## src/rtl/cvs_sched_pkg.sv

```systemverilog
// Shared types and helpers for the CVS channel scheduler.
package cvs_sched_pkg;

  typedef enum logic [1:0] {
    IDLE  = 2'd0,
    GRANT = 2'd1,
    GAP   = 2'd2
  } sched_state_t;

  localparam int CVS_NUM_CHANNELS = 5;
  localparam int CVS_IDX_W        = $clog2(CVS_NUM_CHANNELS);
  localparam int CVS_MAX_IDX_W    = 4;

  function automatic logic [15:0] onehot_from_idx(input logic [CVS_MAX_IDX_W-1:0] idx);
    onehot_from_idx = 16'd1 << idx;
  endfunction

endpackage

```

## src/rtl/cvs_rr_picker.sv

```systemverilog
// Combinational round-robin picker: first requester searching upward from ptr_i+1 with wrap.
module cvs_rr_picker #(
  parameter int NUM_CHANNELS = 5,
  parameter int IDX_W        = $clog2(NUM_CHANNELS)
) (
  input  logic [NUM_CHANNELS-1:0] req_i,
  input  logic [IDX_W-1:0]        ptr_i,
  output logic                    found_o,
  output logic [IDX_W-1:0]        winner_o
);

  int cand;

  // Scan from the farthest offset down so the nearest requester is written last and wins.
  always_comb begin
    found_o  = 1'b0;
    winner_o = {IDX_W{1'b0}};
    cand     = 0;
    for (int off = NUM_CHANNELS; off >= 1; off--) begin
      cand = int'(ptr_i) + off;
      cand = (cand >= NUM_CHANNELS) ? (cand - NUM_CHANNELS) : cand;
      if (req_i[cand]) begin
        found_o  = 1'b1;
        winner_o = IDX_W'(cand);
      end else begin
      end
    end
  end

endmodule

```

## src/rtl/cvs_channel_scheduler.sv

```systemverilog
// Time-slot round-robin scheduler for the shared CVS clock-output path.
// Optional per-channel grant counters are enabled with the CVS_SCHED_STATS_EN macro.
module cvs_channel_scheduler
  import cvs_sched_pkg::*;
#(
  parameter int NUM_CHANNELS = CVS_NUM_CHANNELS,
  parameter int SLOT_CYCLES  = 16,
  parameter int GAP_CYCLES   = 2
) (
  input  logic                            clock,
  input  logic                            reset,
  input  logic                            enable,
  input  logic [NUM_CHANNELS-1:0]         req,
  output logic [NUM_CHANNELS-1:0]         grant,
  output logic                            grant_valid,
  output logic [$clog2(NUM_CHANNELS)-1:0] grant_idx,
  output logic                            slot_done
`ifdef CVS_SCHED_STATS_EN
  ,
  output logic [NUM_CHANNELS*16-1:0]      grant_count
`endif
);

  localparam int IDX_W  = $clog2(NUM_CHANNELS);
  localparam int SLOT_W = $clog2(SLOT_CYCLES + 1);
  localparam logic [SLOT_W-1:0] SLOT_LAST = SLOT_W'(SLOT_CYCLES - 1);
  localparam logic [7:0]        GAP_LAST  = 8'(GAP_CYCLES - 1);

  sched_state_t            state_q, state_d;
  logic [NUM_CHANNELS-1:0] grant_q, grant_d;
  logic                    valid_q, valid_d;
  logic [IDX_W-1:0]        idx_q, idx_d;
  logic                    done_q, done_d;
  logic [IDX_W-1:0]        ptr_q, ptr_d;
  logic [SLOT_W-1:0]       slot_q, slot_d;
  logic [7:0]              gap_q, gap_d;
  logic                    found_s;
  logic [IDX_W-1:0]        winner_s;
  logic                    load_s;

  cvs_rr_picker #(
    .NUM_CHANNELS (NUM_CHANNELS),
    .IDX_W        (IDX_W)
  ) u_picker (
    .req_i    (req),
    .ptr_i    (ptr_q),
    .found_o  (found_s),
    .winner_o (winner_s)
  );

  // Next-state logic; a new grant is loaded from IDLE or from the last gap cycle.
  always_comb begin
    state_d = state_q;
    grant_d = grant_q;
    valid_d = valid_q;
    idx_d   = idx_q;
    done_d  = 1'b0;
    ptr_d   = ptr_q;
    slot_d  = slot_q;
    gap_d   = gap_q;
    load_s  = 1'b0;
    case (state_q)
      IDLE: begin
        load_s = enable && found_s;
      end
      GRANT: begin
        if ((slot_q == SLOT_LAST) || !req[idx_q] || !enable) begin
          grant_d = {NUM_CHANNELS{1'b0}};
          valid_d = 1'b0;
          idx_d   = {IDX_W{1'b0}};
          done_d  = 1'b1;
          gap_d   = 8'd0;
          state_d = GAP;
        end else begin
          slot_d = slot_q + {{(SLOT_W-1){1'b0}}, 1'b1};
        end
      end
      GAP: begin
        if (gap_q == GAP_LAST) begin
          load_s  = enable && found_s;
          state_d = IDLE;
        end else begin
          gap_d = gap_q + 8'd1;
        end
      end
      default: begin
        state_d = IDLE;
        grant_d = {NUM_CHANNELS{1'b0}};
        valid_d = 1'b0;
        idx_d   = {IDX_W{1'b0}};
      end
    endcase
    if (load_s) begin
      grant_d = NUM_CHANNELS'(onehot_from_idx(CVS_MAX_IDX_W'(winner_s)));
      valid_d = 1'b1;
      idx_d   = winner_s;
      ptr_d   = winner_s;
      slot_d  = {SLOT_W{1'b0}};
      state_d = GRANT;
    end else begin
    end
  end

  // State and registered outputs.
  always_ff @(posedge clock) begin
    if (reset) begin
      state_q <= IDLE;
      grant_q <= {NUM_CHANNELS{1'b0}};
      valid_q <= 1'b0;
      idx_q   <= {IDX_W{1'b0}};
      done_q  <= 1'b0;
      ptr_q   <= IDX_W'(NUM_CHANNELS - 1);
      slot_q  <= {SLOT_W{1'b0}};
      gap_q   <= 8'd0;
    end else begin
      state_q <= state_d;
      grant_q <= grant_d;
      valid_q <= valid_d;
      idx_q   <= idx_d;
      done_q  <= done_d;
      ptr_q   <= ptr_d;
      slot_q  <= slot_d;
      gap_q   <= gap_d;
    end
  end

  assign grant       = grant_q;
  assign grant_valid = valid_q;
  assign grant_idx   = idx_q;
  assign slot_done   = done_q;

`ifdef CVS_SCHED_STATS_EN
  logic [15:0] cnt_q [NUM_CHANNELS];

  // Saturating per-channel grant counters, bumped on the grant edge.
  always_ff @(posedge clock) begin
    if (reset) begin
      for (int c = 0; c < NUM_CHANNELS; c++) begin
        cnt_q[c] <= 16'd0;
      end
    end else if (load_s && (cnt_q[winner_s] != 16'hFFFF)) begin
      cnt_q[winner_s] <= cnt_q[winner_s] + 16'd1;
    end
  end

  for (genvar g = 0; g < NUM_CHANNELS; g++) begin : g_cnt
    assign grant_count[g*16 +: 16] = cnt_q[g];
  end
`endif

endmodule

```

## config.mk

```make
export PLATFORM = sky130hd
export DESIGN_NAME = cvs_channel_scheduler
export DESIGN_NICKNAME = d
export VERILOG_FILES = /design/src/rtl/cvs_sched_pkg.sv /design/src/rtl/cvs_rr_picker.sv /design/src/rtl/cvs_channel_scheduler.sv
export SDC_FILE = /design/constraint.sdc
export NUM_CORES = 1
export LEC_CHECK = 0
export ABC_AREA = 0
export CORE_MARGIN = 1.5
export CORE_UTILIZATION = 55
export CTS_CLUSTER_DIAMETER = 120
export CTS_CLUSTER_SIZE = 30
export DETAILED_ROUTE_END_ITERATION = 6
export PLACE_DENSITY = 0.75
export SYNTH_ARGS = -nofsm -noshare
export SYNTH_HDL_FRONTEND = slang
export SYNTH_HIERARCHICAL = 1
export SYNTH_SLANG_ARGS = --single-unit
```

## constraint.sdc

```tcl
create_clock -name clock -period 7.8 [get_ports clock]
set_input_delay 0.78 -clock clock [delete_from_list [all_inputs] [get_ports clock]]
set_output_delay 0.78 -clock clock [all_outputs]
set_load 0.02 [all_outputs]
```

Yosys cells after proc, flatten, opt, wreduce, memory -nomap -nowiden:

Index checks and enable logic that the tools add are counted.

* $lt $le $gt $ge: 11
* eq/ne operators: 11
* reductions and logical operators: 15
* shifts and indexed selects: 1
* $add $sub $neg: 12
* mux-type cells: 51
* bitwise operators: 3

Operators by type and width (count)
* 32-bit by 4-bit >= comparator with 1-bit output, second input constant: 5
* 32-bit by 5-bit less-than comparator with 1-bit output, second input constant: 5
* 32-bit two-way mux: 5
* 32-bit by 4-bit subtractor with 32-bit output, second input constant: 5
* 1-bit two-way mux: 21
* 3-bit two-way mux: 7
* 1-bit binary-select mux with 3-bit select: 6
* 8-bit two-way mux: 2
* 8-bit case mux with 2 select lines: 1
* 5-bit two-way mux: 2
* 5-bit case mux with 2 select lines: 1
* 3-bit AND reduction: 3
* 3-bit by 2-bit adder with 4-bit output, second input constant: 2
* 3-bit by 3-bit adder with 4-bit output, second input constant: 2
* 8-bit by 1-bit adder with 8-bit output, second input constant: 1
* 8-bit by 1-bit equality test with 1-bit output, second input constant: 1
* 2-bit inequality test, second input constant: 4
* 3-bit inequality test, second input constant: 2
* 2-bit case mux with 3 select lines: 1
* 3-bit case mux with 2 select lines: 1
* 2-bit OR reduction: 3
* 5-bit by 1-bit adder with 5-bit output, second input constant: 1
* 5-bit by 4-bit equality test with 1-bit output, second input constant: 1
* 1-bit by 3-bit left shift with 5-bit output, first input constant: 1
* 14 further kinds: 21

* output and inout port bits: 10
* word-level logic and storage cells: 113
* input bits: 8
* register bits: 28

Logic depth before layout (Yosys ltp):

* depth after elaboration: 16
* mapped depth: 17
* depth with buffers taken out: 14

By module:

Netlist, hierarchy kept.

Modules (own cells, without submodules)
* cvs_channel_scheduler: times used 1, cells an instance 139, area each 1361.3 um^2
* cvs_rr_picker: times used 1, cells an instance 153, area each 1187.4 um^2

Worst setup path before layout:

Ideal clock, no wire load.

* path type: reg-to-reg
* start: register ptr_q[0]
* end: register grant_q[0], in the netlist grant[0]
* clock period less this slack: 3386 ps
* library setup time: 116 ps
* cell stages (with the launch flop): 18
* buffers on the path: 3
* setup slack: 4414 ps
* arrival time: 3270 ps
* cell sequence: dfxtp_1 > buf_6 > buf_6 > inv_2 > ha_1 > inv_1 > fa_1 > a21oi_4 > mux2i_1 > nand2_1 > or2_1 > and4_4 > nand4_1 > a21oi_1 > a211o_2 > and2_4 > buf_6 > a22o_4

* cells in the longest elaborated chain, start to end: 16
* elaborated cells between the ends (all ways): 53

Ends and longest elaborated chain
* from (decl): line cvs_channel_scheduler.sv:34 `logic [IDX_W-1:0] ptr_q, ptr_d;`
* from (signal assigned): line cvs_channel_scheduler.sv:112 `ptr_q <= IDX_W'(NUM_CHANNELS - 1);`
* from (signal assigned): line cvs_channel_scheduler.sv:121 `ptr_q <= ptr_d;`
* 3-bit by 3-bit adder with 4-bit output: line cvs_rr_picker.sv:20 `cand = int'(ptr_i) + off;`
* 32-bit by 4-bit subtractor with 32-bit output or 32-bit by 4-bit >= comparator with 1-bit output (tied branches): line cvs_rr_picker.sv:21 `cand = (cand >= NUM_CHANNELS) ? (cand - NUM_CHANNELS) : cand;`
* 32-bit two-way mux: line cvs_rr_picker.sv:21
* 1-bit binary-select mux with 3-bit select: line cvs_rr_picker.sv:22 `if (req_i[cand]) begin`
* 1-bit two-way mux (implied by the code) (2 in series): line cvs_rr_picker.sv:22
* 1-bit two-way mux (4 in series): line cvs_rr_picker.sv:22
* 1-bit two-way mux *: line cvs_rr_picker.sv:22
* net found_s: line cvs_channel_scheduler.sv:37 `logic found_s;`
* 1-bit logical AND *: line cvs_channel_scheduler.sv:64, cvs_channel_scheduler.sv:80
* 1-bit two-way mux: line cvs_channel_scheduler.sv:79 `if (gap_q == GAP_LAST) begin`
* 1-bit case mux with 2 select lines *: line cvs_channel_scheduler.sv:62 `case (state_q)`
* 3-bit inequality test (no source line) or 2-bit by 1-bit inequality test with 1-bit output (tied branches)
* 2-bit AND reduction (no source line)
* to (signal assigned): line cvs_channel_scheduler.sv:108 `grant_q <= {NUM_CHANNELS{1'b0}};`
* to (signal assigned): line cvs_channel_scheduler.sv:117 `grant_q <= grant_d;`
* to (decl): line cvs_channel_scheduler.sv:30 `logic [NUM_CHANNELS-1:0] grant_q, grant_d;`

Mark *: on every way through the listed nets, which the timed path passes. The rest lies on a longest branch. The select of a mux whose other input is x is not followed.
A chain may end at the register's enable or synchronous reset.

Worst setup path in the final report:

* start: register ptr_q[1]
* end: register grant_q[1], in the netlist grant[1]

The elaborated chain is that of the path after synthesis.

==> results.sh <==
export IMPL_startpoint="ptr_q[1]"
export IMPL_first_pass_iters=4
export IMPL_drcViolationCount=0
export IMPL_cts_root_buf="clkbuf_8"
export IMPL_ys_warn_count=6
export IMPL_die_width_um=71.1
export IMPL_synthArstFlopShare=0
export IMPL_ys_flop_type="dfxtp_1"
export IMPL_cp_required_ns=8.02
export IMPL_nFillCells=417
export IMPL_diodes=0
export IMPL_die_area_mm2=0.00505
export IMPL_yosysSeqAreaShare=0.220
export IMPL_nets=326
export IMPL_chipHeight_um=71.1
export IMPL_cp_cell_sequence="inv_1 > ha_1 > and3b_1 > o21a_1 > mux2_2 > a31oi_4 > nor2_2 > nand4_1 > nand3b_1 > a2111oi_2 > a32o_2"
export IMPL_clock_path_buffers=2
export IMPL_peakVddDrop_mv=0.132
export IMPL_setup_tns_final_ns=0
export IMPL_ys_seq_elements=28
export IMPL_fin_skew_ns=0.00564
export IMPL_tightestPinTransition_ns=0.864
export IMPL_rsz0062_at_grt="no"
export IMPL_synth_area_per_cell_um2=8.73
export IMPL_whs_ns=0.478
export IMPL_synth_cell_types=82
export IMPL_portBuffers=17
export IMPL_post_cts_setup_buffers=0
export IMPL_p_int_uw=460
export IMPL_layout_commonest_cell="dfxtp_1"
export IMPL_wl_um=5890
export IMPL_clock_sink_count=28
export IMPL_dpl_hpwl_um=4450
export IMPL_grt_usage=0.242
export IMPL_grt_pass1_vias=2150
export IMPL_postSynthCellCount=292
export IMPL_grt_pass1_wl_um=10000
export IMPL_critical_path_max_stage_delay_ns=0.62
export IMPL_synth_enable_flop_cells=0
export IMPL_clk_pin_slew_ns=0.09
export IMPL_max_freq_ghz=0.262
export IMPL_cts_buffers=3
export IMPL_finalHoldViolations=0
export IMPL_relSlewSlack=0.422
export IMPL_status="finished clean"
export IMPL_place_area_mm2=0.00270
export IMPL_r2r_end="grant[1]"
export IMPL_cp_max_fo=15
export IMPL_final_antenna_net_count=0
export IMPL_area_growth_pct=7.46
export IMPL_coreArea_mm2=0.00441
export IMPL_grt_ovfl_total=0
export IMPL_r2r_start="ptr_q[1]"
export IMPL_ff2ff_setup_slack_ns=3.99
export IMPL_rows=24
export IMPL_cp_num_buf_inv=1
export IMPL_drtIter0Drc=152
export IMPL_path_depth=11
export IMPL_postCtsHoldBufs=0
export IMPL_io_pins=18
export IMPL_clkLatencyLatePin_ns=0.28
export IMPL_post_cts_resized=0
export IMPL_cts_htree_levels=1
export IMPL_finalSetupViolations=0
export IMPL_seqPwrFrac=0.217
export IMPL_start_util=0.577
export IMPL_netSwitchingPower_uw=453
export IMPL_layout_common_cells="dfxtp_1, nand2_1, a21oi_1"
export IMPL_synth_area_leaders="dfxtp_1, ha_1, nand2_1"
export IMPL_cts_tree="built"
export IMPL_crit_end="grant[1]"
export IMPL_yosysTopAreaCell="dfxtp_1"
export IMPL_synth_top_area_frac=0.220
export IMPL_crit_type="reg -> reg"
export IMPL_clkPwrFrac=0.086
export IMPL_syn_nets=316
export IMPL_viasPerCell=6.37
export IMPL_finalMaxSlewViolations=0
export IMPL_crit_slowest_cell="ha_1"
export IMPL_leakagePower_uw=0.00105
export IMPL_netlist_area_mm2=0.00255
export IMPL_power_density_mw_per_mm2=333
export IMPL_hold_class="reg -> reg"
export IMPL_final_layout_size_suffix_gt1_frac=0.153
export IMPL_combinationalPowerShare=0.697
export IMPL_worstPathArrival_ns=4.03
export IMPL_gp_congestion=0.865
export IMPL_postLayoutCellArea_mm2=0.00274
export IMPL_dr_total_vias=2243
export IMPL_wl_per_cell_um=16.7
export IMPL_critPathLaunchType="flop"
export IMPL_cap_violations=0
export IMPL_swShare=0.496
export IMPL_antenna_found_initial=0
export IMPL_cp_top_family="compound AO/OA/AOI/OAI gates"
export IMPL_end_kind="flop"
export IMPL_reg2reg_depth=11
export IMPL_grt_max_degree=29
export IMPL_period_share=0.489
export IMPL_final_min_clock_period_ns=3.81
cell families after synthesis:
logic type / synth area share
AND/OR/NAND/NOR: 0.217
AO/OA/AOI/OAI: 0.318
XOR/XNOR: 0.0432
adder cells (fa/ha/maj): 0.0815
flip-flops: 0.220
buffers and inverters: 0.0545
multiplexers: 0.0658
synth_stat cells (3+ instances only):
library cell	instances
nand3_1	5
a32o_2	3
dfxtp_1	28
inv_1	10
clkbuf_1	3
a2111oi_2	3
nor2b_1	7
o21a_1	4
xor2_1	4
ha_1	15
mux2_2	3
a21oi_2	3
and2_1	3
buf_2	3
o22ai_1	3
o221ai_1	4
buf_6	5
nor2_1	16
o21ai_1	5
a21oi_1	19
o21ai_0	7
o211a_1	4
nand2_1	26
and3_1	5
a311oi_1	3
nor3_1	12
nand2b_1	4
a21o_1	3
o2111ai_1	4
a31oi_1	7
mux2i_1	8
xnor2_1	3
through the flow:
| step | power [uW] | cells | utilization | worst slack [ns] |
|---|---|---|---|---|
| after floorplan | 703 | 292 | - | 4.41 |
| after global placement | 824 | 349 | 0.611 | 4.15 |
| after detailed placement | 831 | 349 | 0.611 | 4.05 |
| after CTS | 911 | 352 | 0.620 | 4.02 |
| after global routing | 986 | 352 | 0.620 | 3.75 |
| final | 913 | 352 | 0.620 | 3.99 |
registers in the layout, summed over array words and instances, names as in the netlist:
signal and count:
ptr_q 3, grant_valid 1, slot_done 1, gap_q 8
state_q 2, grant_idx 3, grant 5, slot_q 5
cell type report:
cell class                 count  area (um^2)  area share
inverter                      12         45.0      0.0164
sequential                    28          561       0.205
multi-input combinational    239         1850       0.675
clock buffer                   3         41.3      0.0151
tap                           52         65.1      0.0238
timing repair buffer          18          178      0.0649
power by group through the flow:
stage / Sequential (uW) / Combinational (uW) / Clock (uW)
after detailed placement: 201 / 629 / 0
final: 198 / 637 / 78.3
after global routing: 202 / 699 / 85.5
after floorplan: 202 / 501 / 0
after global placement: 201 / 623 / 0
after CTS: 198 / 633 / 79.5
worst min-delay path by stage:
stage / slack, ns / start / to / cells after the start
2_1_floorplan: 0.46 / gap_q[0] / gap_q[0] / 1
3_3_place_gp: 0.46 / grant[2] / grant[2] / 1
3_5_place_dp: 0.46 / grant[4] / grant[4] / 1
4_1_cts: 0.48 / grant[2] / grant[2] / 1
5_1_grt: 0.50 / grant[4] / grant[4] / 1
6_report: 0.48 / grant[2] / grant[2] / 1
metal layers:
metal,vias to the layer above,share of wire,track usage
met2,42,0.49,0.422
met5,-,0,0
met3,11,0.029,0.0242
met1,1062,0.46,0.310
met4,0,0.019,0.0860
li1,1128,-,-
Note: power is estimated with default switching activity, not from simulation.
